--- config.mk ---
export PLATFORM = sky130hd
export DESIGN_NAME = display_arbiter_flat
export DESIGN_NICKNAME = d
export VERILOG_FILES = /design/src/rtl/display_arbiter_if.sv /design/src/rtl/display_arbiter.sv /design/src/flat_wrapper.sv
export SDC_FILE = /design/constraint.sdc
export NUM_CORES = 1
export LEC_CHECK = 0
export CAP_MARGIN = 5
export CORE_MARGIN = 3
export CORE_UTILIZATION = 40
export DETAILED_ROUTE_END_ITERATION = 8
export DONT_BUFFER_PORTS = 1
export HOLD_SLACK_MARGIN = 0.08
export SLEW_MARGIN = 20
export SYNTH_ARGS = -nofsm -noshare
export SYNTH_HDL_FRONTEND = slang
export SYNTH_SLANG_ARGS = --single-unit
export TNS_END_PERCENT = 30
--- constraint.sdc ---
create_clock -name clk -period 4.37 [get_ports clk]
set_input_delay 0.874 -clock clk [delete_from_list [all_inputs] [get_ports clk]]
set_output_delay 0.874 -clock clk [all_outputs]
set_load 0.01 [all_outputs]
--- src/rtl/display_arbiter_if.sv ---
// Display arbiter bus: three requesters' request/payload lines in, one arbitrated display stream out.
interface display_arbiter_if #(
   parameter int DATA_W = 32
);
   logic [2:0]        req;
   logic [DATA_W-1:0] data0;
   logic [DATA_W-1:0] data1;
   logic [DATA_W-1:0] data2;
   logic [3:0]        lcd0;
   logic [3:0]        lcd1;
   logic [3:0]        lcd2;
   logic [2:0]        grant;
   logic [DATA_W-1:0] display_data;
   logic [3:0]        lcd_select;
   logic              busy;

   modport master (
      output req, data0, data1, data2, lcd0, lcd1, lcd2,
      input  grant, display_data, lcd_select, busy
   );

   modport slave (
      input  req, data0, data1, data2, lcd0, lcd1, lcd2,
      output grant, display_data, lcd_select, busy
   );
endinterface

--- src/rtl/display_arbiter.sv ---
// Round-robin arbiter sharing one 7-segment/LCD display between access control, game and scoreboard.
// An owner keeps the display for at least HOLD_CYCLES cycles. It is forced off after MAX_OWN cycles,
// but only if someone else is waiting. Each release is followed by a one-cycle GAP.
module display_arbiter #(
   parameter int HOLD_CYCLES = 16,
   parameter int MAX_OWN     = 1024,
   parameter int DATA_W      = 32
) (
   input  logic             clk,
   input  logic             rst,
   display_arbiter_if.slave bus
);
   localparam int HW = (HOLD_CYCLES > 1) ? $clog2(HOLD_CYCLES) : 1;
   localparam int OW = (MAX_OWN > 1) ? $clog2(MAX_OWN) : 1;
   localparam logic [HW-1:0] HOLD_LAST = HW'(HOLD_CYCLES - 1);
   localparam logic [OW-1:0] OWN_LAST  = OW'(MAX_OWN - 1);

   typedef enum logic [1:0] {IDLE, OWN, GAP} state_t;

   state_t            state_q, state_d;
   logic [1:0]        owner_q, owner_d;
   logic [1:0]        last_owner_q, last_owner_d;
   logic [HW-1:0]     hold_cnt_q, hold_cnt_d;
   logic [OW-1:0]     own_cnt_q, own_cnt_d;
   logic [2:0]        grant_q, grant_d;
   logic [DATA_W-1:0] display_data_q, display_data_d;
   logic [3:0]        lcd_select_q, lcd_select_d;

   logic [1:0]        rr_pick;
   logic [2:0]        owner_oh;
   logic              release_own;

   function automatic logic [2:0] to_onehot(input logic [1:0] idx);
      case (idx)
         2'd0:    to_onehot = 3'b001;
         2'd1:    to_onehot = 3'b010;
         2'd2:    to_onehot = 3'b100;
         default: to_onehot = 3'b000;
      endcase
   endfunction

   // Pick the first requester after the last owner, so a forced-off owner goes to the back of the line
   always_comb begin
      logic       found;
      logic [1:0] cand;
      found   = 1'b0;
      cand    = 2'd0;
      rr_pick = 2'd0;
      for (int i = 1; i <= 3; i++) begin
         cand = 2'((int'(last_owner_q) + i) % 3);
         if (!found && bus.req[cand]) begin
            rr_pick = cand;
            found   = 1'b1;
         end
      end
   end

   // Release either after a completed hold with the owner idle, or on the ownership limit when others wait
   always_comb begin
      owner_oh    = to_onehot(owner_q);
      release_own = ((hold_cnt_q == HOLD_LAST) && !(|(bus.req & owner_oh))) ||
                    ((own_cnt_q == OWN_LAST) && (|(bus.req & ~owner_oh)));
   end

   // All state in one register bank; reset leaves requester 0 with first priority
   always_ff @(posedge clk or posedge rst) begin
      if (rst) begin
         state_q        <= IDLE;
         owner_q        <= 2'd0;
         last_owner_q   <= 2'd2;
         hold_cnt_q     <= '0;
         own_cnt_q      <= '0;
         grant_q        <= 3'b000;
         display_data_q <= '0;
         lcd_select_q   <= 4'h0;
      end else begin
         state_q        <= state_d;
         owner_q        <= owner_d;
         last_owner_q   <= last_owner_d;
         hold_cnt_q     <= hold_cnt_d;
         own_cnt_q      <= own_cnt_d;
         grant_q        <= grant_d;
         display_data_q <= display_data_d;
         lcd_select_q   <= lcd_select_d;
      end
   end

   // Next-state: arbitrate in IDLE, count and watch for release in OWN, spend exactly one cycle in GAP
   always_comb begin
      state_d      = state_q;
      owner_d      = owner_q;
      last_owner_d = last_owner_q;
      hold_cnt_d   = hold_cnt_q;
      own_cnt_d    = own_cnt_q;
      case (state_q)
         IDLE: begin
            if (|bus.req) begin
               state_d    = OWN;
               owner_d    = rr_pick;
               hold_cnt_d = '0;
               own_cnt_d  = '0;
            end
         end
         OWN: begin
            hold_cnt_d = (hold_cnt_q == HOLD_LAST) ? hold_cnt_q : hold_cnt_q + 1'b1;
            own_cnt_d  = (own_cnt_q == OWN_LAST) ? own_cnt_q : own_cnt_q + 1'b1;
            if (release_own) begin
               state_d      = GAP;
               last_owner_d = owner_q;
            end
         end
         GAP: begin
            state_d = IDLE;
         end
         default: begin
            state_d = IDLE;
         end
      endcase
   end

   // Outputs: grant follows the upcoming state; the payload tracks the owner only while in OWN
   always_comb begin
      grant_d        = (state_d == OWN) ? to_onehot(owner_d) : 3'b000;
      display_data_d = display_data_q;
      lcd_select_d   = lcd_select_q;
      if (state_q == OWN) begin
         case (owner_q)
            2'd0: begin
               display_data_d = bus.data0;
               lcd_select_d   = bus.lcd0;
            end
            2'd1: begin
               display_data_d = bus.data1;
               lcd_select_d   = bus.lcd1;
            end
            default: begin
               display_data_d = bus.data2;
               lcd_select_d   = bus.lcd2;
            end
         endcase
      end
   end

   assign bus.grant        = grant_q;
   assign bus.busy         = |grant_q;
   assign bus.display_data = display_data_q;
   assign bus.lcd_select   = lcd_select_q;
endmodule

--- src/flat_wrapper.sv ---
// flat-port wrapper written by rule: the top's interface ports become plain ports
module display_arbiter_flat 
#(
   parameter int HOLD_CYCLES = 16,
   parameter int MAX_OWN     = 1024,
   parameter int DATA_W      = 32
)
  (clk, rst, bus_req, bus_data0, bus_data1, bus_data2, bus_lcd0, bus_lcd1, bus_lcd2, bus_grant, bus_display_data, bus_lcd_select, bus_busy);
  display_arbiter_if #(.DATA_W(DATA_W)) bus_i ();
  input  logic clk;
  input  logic rst;
  input wire logic [$bits(bus_i.req)-1:0] bus_req;
  input wire logic [$bits(bus_i.data0)-1:0] bus_data0;
  input wire logic [$bits(bus_i.data1)-1:0] bus_data1;
  input wire logic [$bits(bus_i.data2)-1:0] bus_data2;
  input wire logic [$bits(bus_i.lcd0)-1:0] bus_lcd0;
  input wire logic [$bits(bus_i.lcd1)-1:0] bus_lcd1;
  input wire logic [$bits(bus_i.lcd2)-1:0] bus_lcd2;
  output wire logic [$bits(bus_i.grant)-1:0] bus_grant;
  output wire logic [$bits(bus_i.display_data)-1:0] bus_display_data;
  output wire logic [$bits(bus_i.lcd_select)-1:0] bus_lcd_select;
  output wire logic [$bits(bus_i.busy)-1:0] bus_busy;
  assign bus_i.req = bus_req;
  assign bus_i.data0 = bus_data0;
  assign bus_i.data1 = bus_data1;
  assign bus_i.data2 = bus_data2;
  assign bus_i.lcd0 = bus_lcd0;
  assign bus_i.lcd1 = bus_lcd1;
  assign bus_i.lcd2 = bus_lcd2;
  assign bus_grant = bus_i.grant;
  assign bus_display_data = bus_i.display_data;
  assign bus_lcd_select = bus_i.lcd_select;
  assign bus_busy = bus_i.busy;
  display_arbiter #(.HOLD_CYCLES(HOLD_CYCLES), .MAX_OWN(MAX_OWN), .DATA_W(DATA_W)) u_core (.clk(clk), .rst(rst), .bus(bus_i));
endmodule
# Word-level counts from Yosys, hierarchy flattened
# Cells that the tools add are included.
# W data, S select, Z words.
totals:
  in_bits: 113
  out_inout_bits: 40
  elab_cells: 79
  ff_bits: 59
classes:
  mux: 27
  n_div: 3
  magnitude_cmp: 3
  n_addsub: 5
  n_reduce_logical: 19
  bitwise: 3
  eq_ne: 11
op_table:
  columns: ["operator", "count"]
  rows:
  - ["$mod A32 B3 Y32 const B", 3]
  - ["$pmux W32 S2", 1]
  - ["$mux W10", 2]
  - ["$pmux W10 S2", 1]
  - ["$pmux W3 S3", 2]
  - ["$pmux W4 S2", 2]
  - ["$mux W2", 7]
  - ["$reduce_or A3 Y1", 4]
  - ["$add A10 B1 Y10 const B", 1]
  - ["$eq A10 B10 Y1 const B", 1]
  - ["$lt A2 B3 Y1 const B", 3]
  - ["$eq A2 B1 Y1 const B", 4]
  - ["$mux W4", 2]
  - ["$add A2 B2 Y3 const B", 2]
  - ["$and A3 B3 Y3", 2]
  - ["$bmux W1 S2", 3]
  - ["$logic_not A2 Y1", 3]
  - ["$reduce_and A3 Y1", 2]
  - ["$mux W1", 5]
  - ["$add A4 B1 Y4 const B", 1]
  - ["$eq A2 B2 Y1 const B", 2]
  - ["$eq A4 B4 Y1 const B", 1]
  - ["$logic_and A1 B1 Y1", 4]
  - ["$ne A2 B2 Y1 const B", 2]
  - ["9 further kinds", 11]

# Depth between registers and ports, before layout
# Gate-level depths: netlist of the first run.
logic_depth:
  depth_word: 16
  depth_mapped: 7
  ltp_nobuf: 7

# Worst setup path before layout of the first run
# No wires, ideal clock.
synth_path:
  path_type: "input to register"
  from: "in bus_req[2]"
  to: "reg u_core.last_owner_q[0]"
  setup_ns: 0.128
  arrival_ns: 2.206
  setup_slack_ns: 2.037
  required_time_ns: 4.242
  path_stages: 6
  path_buffers: 1
  cell_sequence: "buf_2 mux2i_1 nor2_1 or4_4 a21oi_4 mux2_1"
synth_between:
  elab_chain_len: 6
  elab_cells_between_ends: 9
  classes_between: "bitwise (2); reduce/logical (7)"
synth_lines:
  columns: ["element", "line", "text"]
  rows:
  - ["start: declaration", "flat_wrapper.sv:12", "input wire logic [$bits(bus_i.req)-1:0] bus_req;"]
  - ["$and A3 B3 Y3", "display_arbiter.sv:61", "release_own = ((hold_cnt_q == HOLD_LAST) && !(|(bus.req & owner_oh))) ||"]
  - ["$reduce_or A3 Y1", "display_arbiter.sv:61", null]
  - ["$logic_not A1 Y1", "display_arbiter.sv:61", null]
  - ["$logic_and A1 B1 Y1", "display_arbiter.sv:61", null]
  - ["$logic_or A1 B1 Y1 (*)", "display_arbiter.sv:61", null]
  - ["$reduce_and A2 Y1 (no source line) (*)", null, null]
  - ["end signal: assignment", "display_arbiter.sv:79", "last_owner_q <= last_owner_d;"]
  - ["end: declaration", "display_arbiter.sv:22", "logic [1:0] last_owner_q, last_owner_d;"]
# Mark *: on every way between the ends. The rest lies on a longest branch, timed or not.
# A chain may end at the register's enable or synchronous reset.

# Worst setup path in the final report of the first run
layout_path:
  from: "reg u_core.owner_q[1]"
  to: "reg u_core.last_owner_q[0]"
layout_between:
  elab_chain_len: 8
  elab_cells_between_ends: 14
  classes_between: "eq/ne (2); mux (1); bitwise (3); reduce/logical (8)"
layout_lines:
  columns: ["element", "line", "text"]
  rows:
  - ["start: declaration", "display_arbiter.sv:21", "logic [1:0] owner_q, owner_d;"]
  - ["start signal: assignment", "display_arbiter.sv:78", "owner_q <= owner_d;"]
  - ["$eq A2 B2 Y1, or another cell as far along", "display_arbiter.sv:34", "case (idx)"]
  - ["$pmux W3 S3 (*)", "display_arbiter.sv:34", null]
  - ["$and A3 B3 Y3 / $not A3 Y3 (equally long branches)", "display_arbiter.sv:61, display_arbiter.sv:62", null]
  - ["$reduce_or A3 Y1 / $and A3 B3 Y3 (equally long branches)", "display_arbiter.sv:61, display_arbiter.sv:62", null]
  - ["$logic_not A1 Y1 / $reduce_or A3 Y1 (equally long branches)", "display_arbiter.sv:61, display_arbiter.sv:62", null]
  - ["$logic_and A1 B1 Y1, on equally long branches", "display_arbiter.sv:61, display_arbiter.sv:62", null]
  - ["$logic_or A1 B1 Y1 (*)", "display_arbiter.sv:61", null]
  - ["$reduce_and A2 Y1 (no source line) (*)", null, null]
# Marked as above.

==> flow_metrics.py, run 1 <==
metrics = {
    "clock_network": {
        "cts-htree-levels": 3,
        "cts.hold.buffers_added": 0,
        "ctsLongestPathBuffers": 2,
        "cts_tree": "yes",
        "post_cts_resize_count": 0,
        "cts_buffers": 9,
        "cts.sinks": 59,
        "clkSlewWorstSetupHoldPaths_ns": 0.07,
        "cts_setup_buffers": 0,
        "cts_root_buf": "clkbuf_8",
        "clk_latency_ns": 0.34,
    },
    "sta": {
        "fin_crit_sh_pct": 52.8,
        "setup_viol": 0,
        "final_hold_viol_count": 0,
        "rsz0062_at_grt": "false",
        "max_freq_mhz": 433,
        "maxSlewViolCount": 0,
        "fin_skew_ns": 0.0110,
        "fin_ws_ns": 2.06,
        "slew_headroom_pct": 33.9,
        "worst_pin_slew_ns": 0.987,
        "finalCriticalPeriod_ns": 2.31,
        "finalSetupTns_ns": 0,
    },
    "place": {
        "gp_congestion": 0.816,
        "place_ws_ns": 1.90,
        "dp_hpwl_microns": 5420,
        "place_area_sq_mm": 0.00336,
        "portBuffers": 0,
        "dp_cells": 456,
    },
    "drt": {
        "wl_per_cell_microns": 15.7,
        "drt_first_iter_violations": 84,
        "firstDrtPassIters": 4,
        "drcViolationCount": 0,
        "vias": 2508,
        "postRouteAntennaNets": 0,
        "viasPerCell": 5.31,
        "drt-total-wl_microns": 7390,
    },
    "floorplanning": {
        "floorplan.die.height_microns": 96.9,
        "io_pins": 153,
        "die_w_microns": 96.9,
        "die_area_sq_mm": 0.00938,
        "num_rows": 32,
        "start_util_pct": 41.9,
        "design.core.area_sq_mm": 0.00789,
    },
    "synth": {
        "async_flop_share_pct": 100,
        "syn_inst": 375,
        "synth.yosys.seq_area_share_pct": 44.7,
        "synth_top_cell_by_area": "dfrtp_1",
        "ys_dominant_reg_cell": "dfrtp_1",
        "yosysWarnings": 0,
        "syn_avg_cell_area_sq_um": 8.81,
        "syn_area_sq_mm": 0.00330,
        "syn_nets": 494,
        "synth_cell_types": 43,
        "yosys_register_bits": 59,
        "yosysTopAreaCellShare_pct": 43.9,
        "synth_enable_flop_cells": 0,
        "synthTopCellsByArea": "dfrtp_1 44%, mux2i_1 12%, o21ai_0 6.2%",
    },
    "global_route": {
        "grt_pass1_wl_microns": 12200,
        "grtUsageTotal_pct": 16.0,
        "grt_max_degree": 66,
        "antenna_found_initial": 0,
        "grt_pass1_vias": 2549,
        "grt_overflow": 0,
    },
    "finish": {
        "nets": 484,
        "drive_above_1_share_pct": 8.11,
        "final_cell_count_no_fill": 472,
        "layout_commonest_cell": "dfrtp_1",
        "antenna_cells": 0,
        "final_area_sq_mm": 0.00355,
        "mostFrequentLayoutCells": "56 x dfrtp_1, 52 x nor2_1, 45 x nand2_1",
        "area_growth_pct": 7.50,
    },
    "setup_path": {
        "cp_max_fo": 53,
        "crit_type": "reg2reg",
        "cp.required_ns": 4.59,
        "cp.arrival_ns": 2.52,
        "endpoint_kind": "flip-flop",
        "start_kind": "flip-flop",
    },
    "power": {
        "power_density_mw_per_mm2": 724,
        "peakVddDrop_mv": 0.412,
        "p_total_mw": 2.57,
        "p_leak_nw": 1.46,
    },
    "job": {
        "drv_cap": 0,
    },
    "hold_path": {
        "hp-class": "in2async",
    },
    "status": {
        "status": "finished clean",
    },
}
## where the power goes
part | switching (mW) | leakage [nW] | internal, mW
clock | 0.209 | 0.0893 | 0.261
sequential | 0.395 | 0.717 | 0.817
combinational | 0.491 | 0.653 | 0.397
## path summary, 6_finish.rpt
| kind | from | to | slack (ns) | depth (start not counted) |
|---|---|---|---|---|
| worst min-delay path | rst | u_core.bus.display_data[23] | 0.52 | 1 |
| worst max-delay path | u_core.owner_q[1] | u_core.last_owner_q[0] | 2.06 | 6 |
| worst max register to register | u_core.owner_q[1] | u_core.last_owner_q[0] | 2.06 | 6 |
| max in group asynchronous | rst | u_core.bus.display_data[26] | 3.02 | 2 |
| min in group clk | u_core.own_cnt_q[0] | u_core.own_cnt_q[0] | 0.52 | 1 |
| worst min register to register | u_core.own_cnt_q[0] | u_core.own_cnt_q[0] | 0.52 | 1 |
## area by class of cell
class	count	area [sq um]
clock inverter	5	55.1
fill	772	4340
inverter	11	41.3
sequential	59	1480
clock buffer	11	131
multi-input combinational	280	1680
timing repair buffer	4	30.0
tap	102	128
## flip-flops by register name (all words and copies together), names as in the netlist
register                 flops
u_core.bus.display_data     32
u_core.bus.grant             3
u_core.bus.lcd_select        4
u_core.hold_cnt_q            4
u_core.last_owner_q          2
u_core.own_cnt_q            10
u_core.owner_q               2
u_core.state_q               2
## metal layers
layer	wire [microns]	vias up	GRT usage [%]	part of all wire [%]
met2	3630	94	27.4	49
met4	58	0	4.21	0.78
met5	0	-	0	0
li1	-	1279	-	-
met3	619	8	6.42	8.4
met1	3080	1127	18.5	42
## worst max-delay path: stages, from the launching register on
cell	delay (ns)
dfrtp_2	0.62
buf_4	0.51
mux2i_1	0.23
a21oi_1	0.08
o211ai_1	0.31
a21oi_4	0.11
mux2_1	0.32
## cell families (layout without fill, tap and decap cells)
kind of cell               after synthesis  count (layout)  synth area share, %
muxes                                   41              41                 12.5
adders and majority gates                6               6                 2.27
buffers and inverters                   36              31                 4.39
xor gates and xnor gates                 8               8                 2.12
DFF                                     59              59                 44.7
and+or+nand+nor                        130             130                 17.8
AOI/OAI and AO/OA                       95              95                 16.3
## Yosys cell counts, drive strengths merged (2+ instances only)
| library cell | count |
|---|---|
| mux2i | 40 |
| buf | 10 |
| nor4 | 4 |
| nand2 | 45 |
| nand3 | 7 |
| a21oi | 42 |
| and3 | 2 |
| dfrtp | 58 |
| nor3 | 6 |
| nand3b | 3 |
| clkbuf | 15 |
| inv | 11 |
| or3 | 2 |
| nor3b | 3 |
| nor4b | 2 |
| o21ai | 41 |
| xnor2 | 8 |
| nor2 | 52 |
| ha | 6 |
## stage by stage
step	util (%)	hold WS (ns)
2_1_floorplan	-	0.477
3_3_place_gp	42.6	0.502
3_5_place_dp	42.6	0.510
4_1_cts	45.0	0.522
5_1_grt	45.0	0.555
6_report	45.0	0.521
(Power assumes the default switching activity.)
==> inputs of run 2 (changes only) <==
- clock period: 4.37 -> 2.1 ns (I/O delays scaled with it)
==> run 2 against run 1 <==
  * Setup slack got worse by 2.0 ns
  * Power increased by 120%
  * Count of clock-buffer cells in the layout decreased by 1
  * Largest cell class unchanged
  * Critical path type unchanged
  * Worst hold slack got worse by 0.24 ns
  * Combinational power increased by 140%
==> flow_metrics.py, run 2 (synthesis results as in run 1) <==
metrics = {
    "finish": {
        "layout_commonest_cell": "dfrtp_1",
        "nets": 489,
        "mostFrequentLayoutCells": "56 x dfrtp_1, 52 x nor2_1, 45 x nand2_1",
        "area_growth_pct": 10.5,
        "drive_above_1_share_pct": 10.2,
        "antenna_cells": 0,
        "largest_register_ffs": 32,
    },
    "drt": {
        "vias": 2560,
        "viasPerCell": 5.38,
        "wl_per_cell_microns": 15.7,
        "firstDrtPassIters": 4,
        "drt_first_iter_violations": 85,
        "drt-total-wl_microns": 7490,
        "drcViolationCount": 0,
        "postRouteAntennaNets": 0,
    },
    "setup_path": {
        "rr_endpoint": "u_core.bus.grant[2]",
        "r2r_start": "u_core.last_owner_q[1]",
        "cp_max_fo": 5,
        "cp.arrival_ns": 2.26,
        "crit_type": "reg2reg",
        "start_kind": "flip-flop",
        "rr_worst_depth": 7,
        "rrSetupSlack_ns": 0.08,
        "cp.required_ns": 2.34,
        "endpoint_kind": "flip-flop",
    },
    "floorplanning": {
        "start_util_pct": 41.9,
        "io_pins": 153,
        "die_area_sq_mm": 0.00938,
        "design.core.area_sq_mm": 0.00789,
        "num_rows": 32,
        "die_w_microns": 96.9,
        "floorplan.die.height_microns": 96.9,
    },
    "hold_path": {
        "holdPathStages": 2,
        "hold_path_end": "u_core.bus.display_data[23]",
        "worstHoldStart": "bus_data2[23]",
        "hp-class": "in2reg",
    },
    "sta": {
        "finalCriticalPeriod_ns": 2.02,
        "worst_pin_slew_ns": 0.677,
        "holdWs_ns": 0.282,
        "maxSlewViolCount": 0,
        "finalSetupTns_ns": 0,
        "fin_skew_ns": 0.00690,
        "slew_headroom_pct": 54.7,
        "final_hold_viol_count": 0,
        "setup_viol": 0,
        "fin_crit_sh_pct": 96.1,
        "rsz0062_at_grt": "true",
        "max_freq_mhz": 496,
        "fin_ws_ns": 0.0827,
    },
    "clock_network": {
        "cts_buffers": 9,
        "clkSlewWorstSetupHoldPaths_ns": 0.07,
        "cts-htree-levels": 3,
        "cts_root_buf": "clkbuf_8",
        "cts_tree": "yes",
        "clk_latency_ns": 0.33,
        "cts.sinks": 59,
        "ctsLongestPathBuffers": 2,
    },
    "status": {
        "status": "finished clean",
    },
    "global_route": {
        "grt_pass1_vias": 2623,
        "grtUsageTotal_pct": 15.9,
        "grt_overflow": 0,
        "grt_max_degree": 73,
        "grt_pass1_wl_microns": 12200,
        "antenna_found_initial": 0,
    },
    "place": {
        "portBuffers": 0,
        "place_ws_ns": -0.0406,
        "dp_hpwl_microns": 5520,
        "gp_congestion": 0.864,
    },
    "power": {
        "p_leak_nw": 1.51,
        "power_density_mw_per_mm2": 1520,
        "p_total_mw": 5.55,
        "peakVddDrop_mv": 0.711,
    },
    "job": {
        "drv_cap": 0,
    },
}
==> run 2: how the worst max path moves through the flow <==
stage	start	to	slack, ns
2_1_floorplan	u_core.last_owner_q[1]	u_core.bus.grant[2]	0.20
3_3_place_gp	u_core.last_owner_q[1]	u_core.bus.grant[2]	0.09
3_5_place_dp	u_core.last_owner_q[1]	u_core.bus.grant[2]	-0.04
4_1_cts	u_core.last_owner_q[1]	u_core.bus.grant[1]	0.03
5_1_grt	u_core.last_owner_q[1]	u_core.bus.grant[2]	-0.02
6_report	u_core.last_owner_q[1]	u_core.bus.grant[2]	0.08
==> run 2: report_power, final <==
part	total (mW)	switching [mW]	internal (mW)
combinational	2.11	1.24	0.866
sequential	2.33	0.627	1.70
clock	1.12	0.426	0.689
total	5.55	2.29	3.26
==> run 2: repair_timing <==
item                                    CTS  global route
resized for setup                         2             2
pin swaps                                 1             1
hold buffers                              1             0
hold endpoints to repair                 14             0
setup buffers                             0             0
endpoints found under the setup margin    2             3
==> run 2: layer usage <==
layer,global-route usage [%],wire [microns],up-vias
met3,5.19,572,13
met2,26.1,3640,97
met4,7.34,143,0
li1,-,-,1282
met1,18.9,3140,1168
met5,0,0,-
==> run 2: worst max-delay path, cell delays in order, from the launching register on <==
cell	delay, ns
dfstp_2	0.54
inv_1	0.07
ha_2	0.21
a22o_1	0.25
a211oi_2	0.22
o2111ai_1	0.15
a31oi_2	0.27
nor3b_2	0.22
==> run 2: metrics by stage <==
stage	std cells	area (sq um)	util [%]
2_1_floorplan	375	3300	-
6_report	476	3650	46.3
3_5_place_dp	460	3400	43.2
3_3_place_gp	460	3400	43.2
5_1_grt	476	3650	46.3
4_1_cts	476	3640	46.1
==> run 2: area by class of cell <==
type                       instances  area [sq um]
fill                             756          4240
multi-input combinational        280          1700
sequential                        59          1480
clock buffer                      10           138
tap                              102           128
timing repair buffer               9          82.6
clock inverter                     5          77.6
inverter                          11          41.3
==> inputs of run 3 (changes only) <==
- CTS_CLUSTER_SIZE: default -> 14
==> results of run 3 <==
The final DEF is identical to that of run 2; final timing and power are the same.
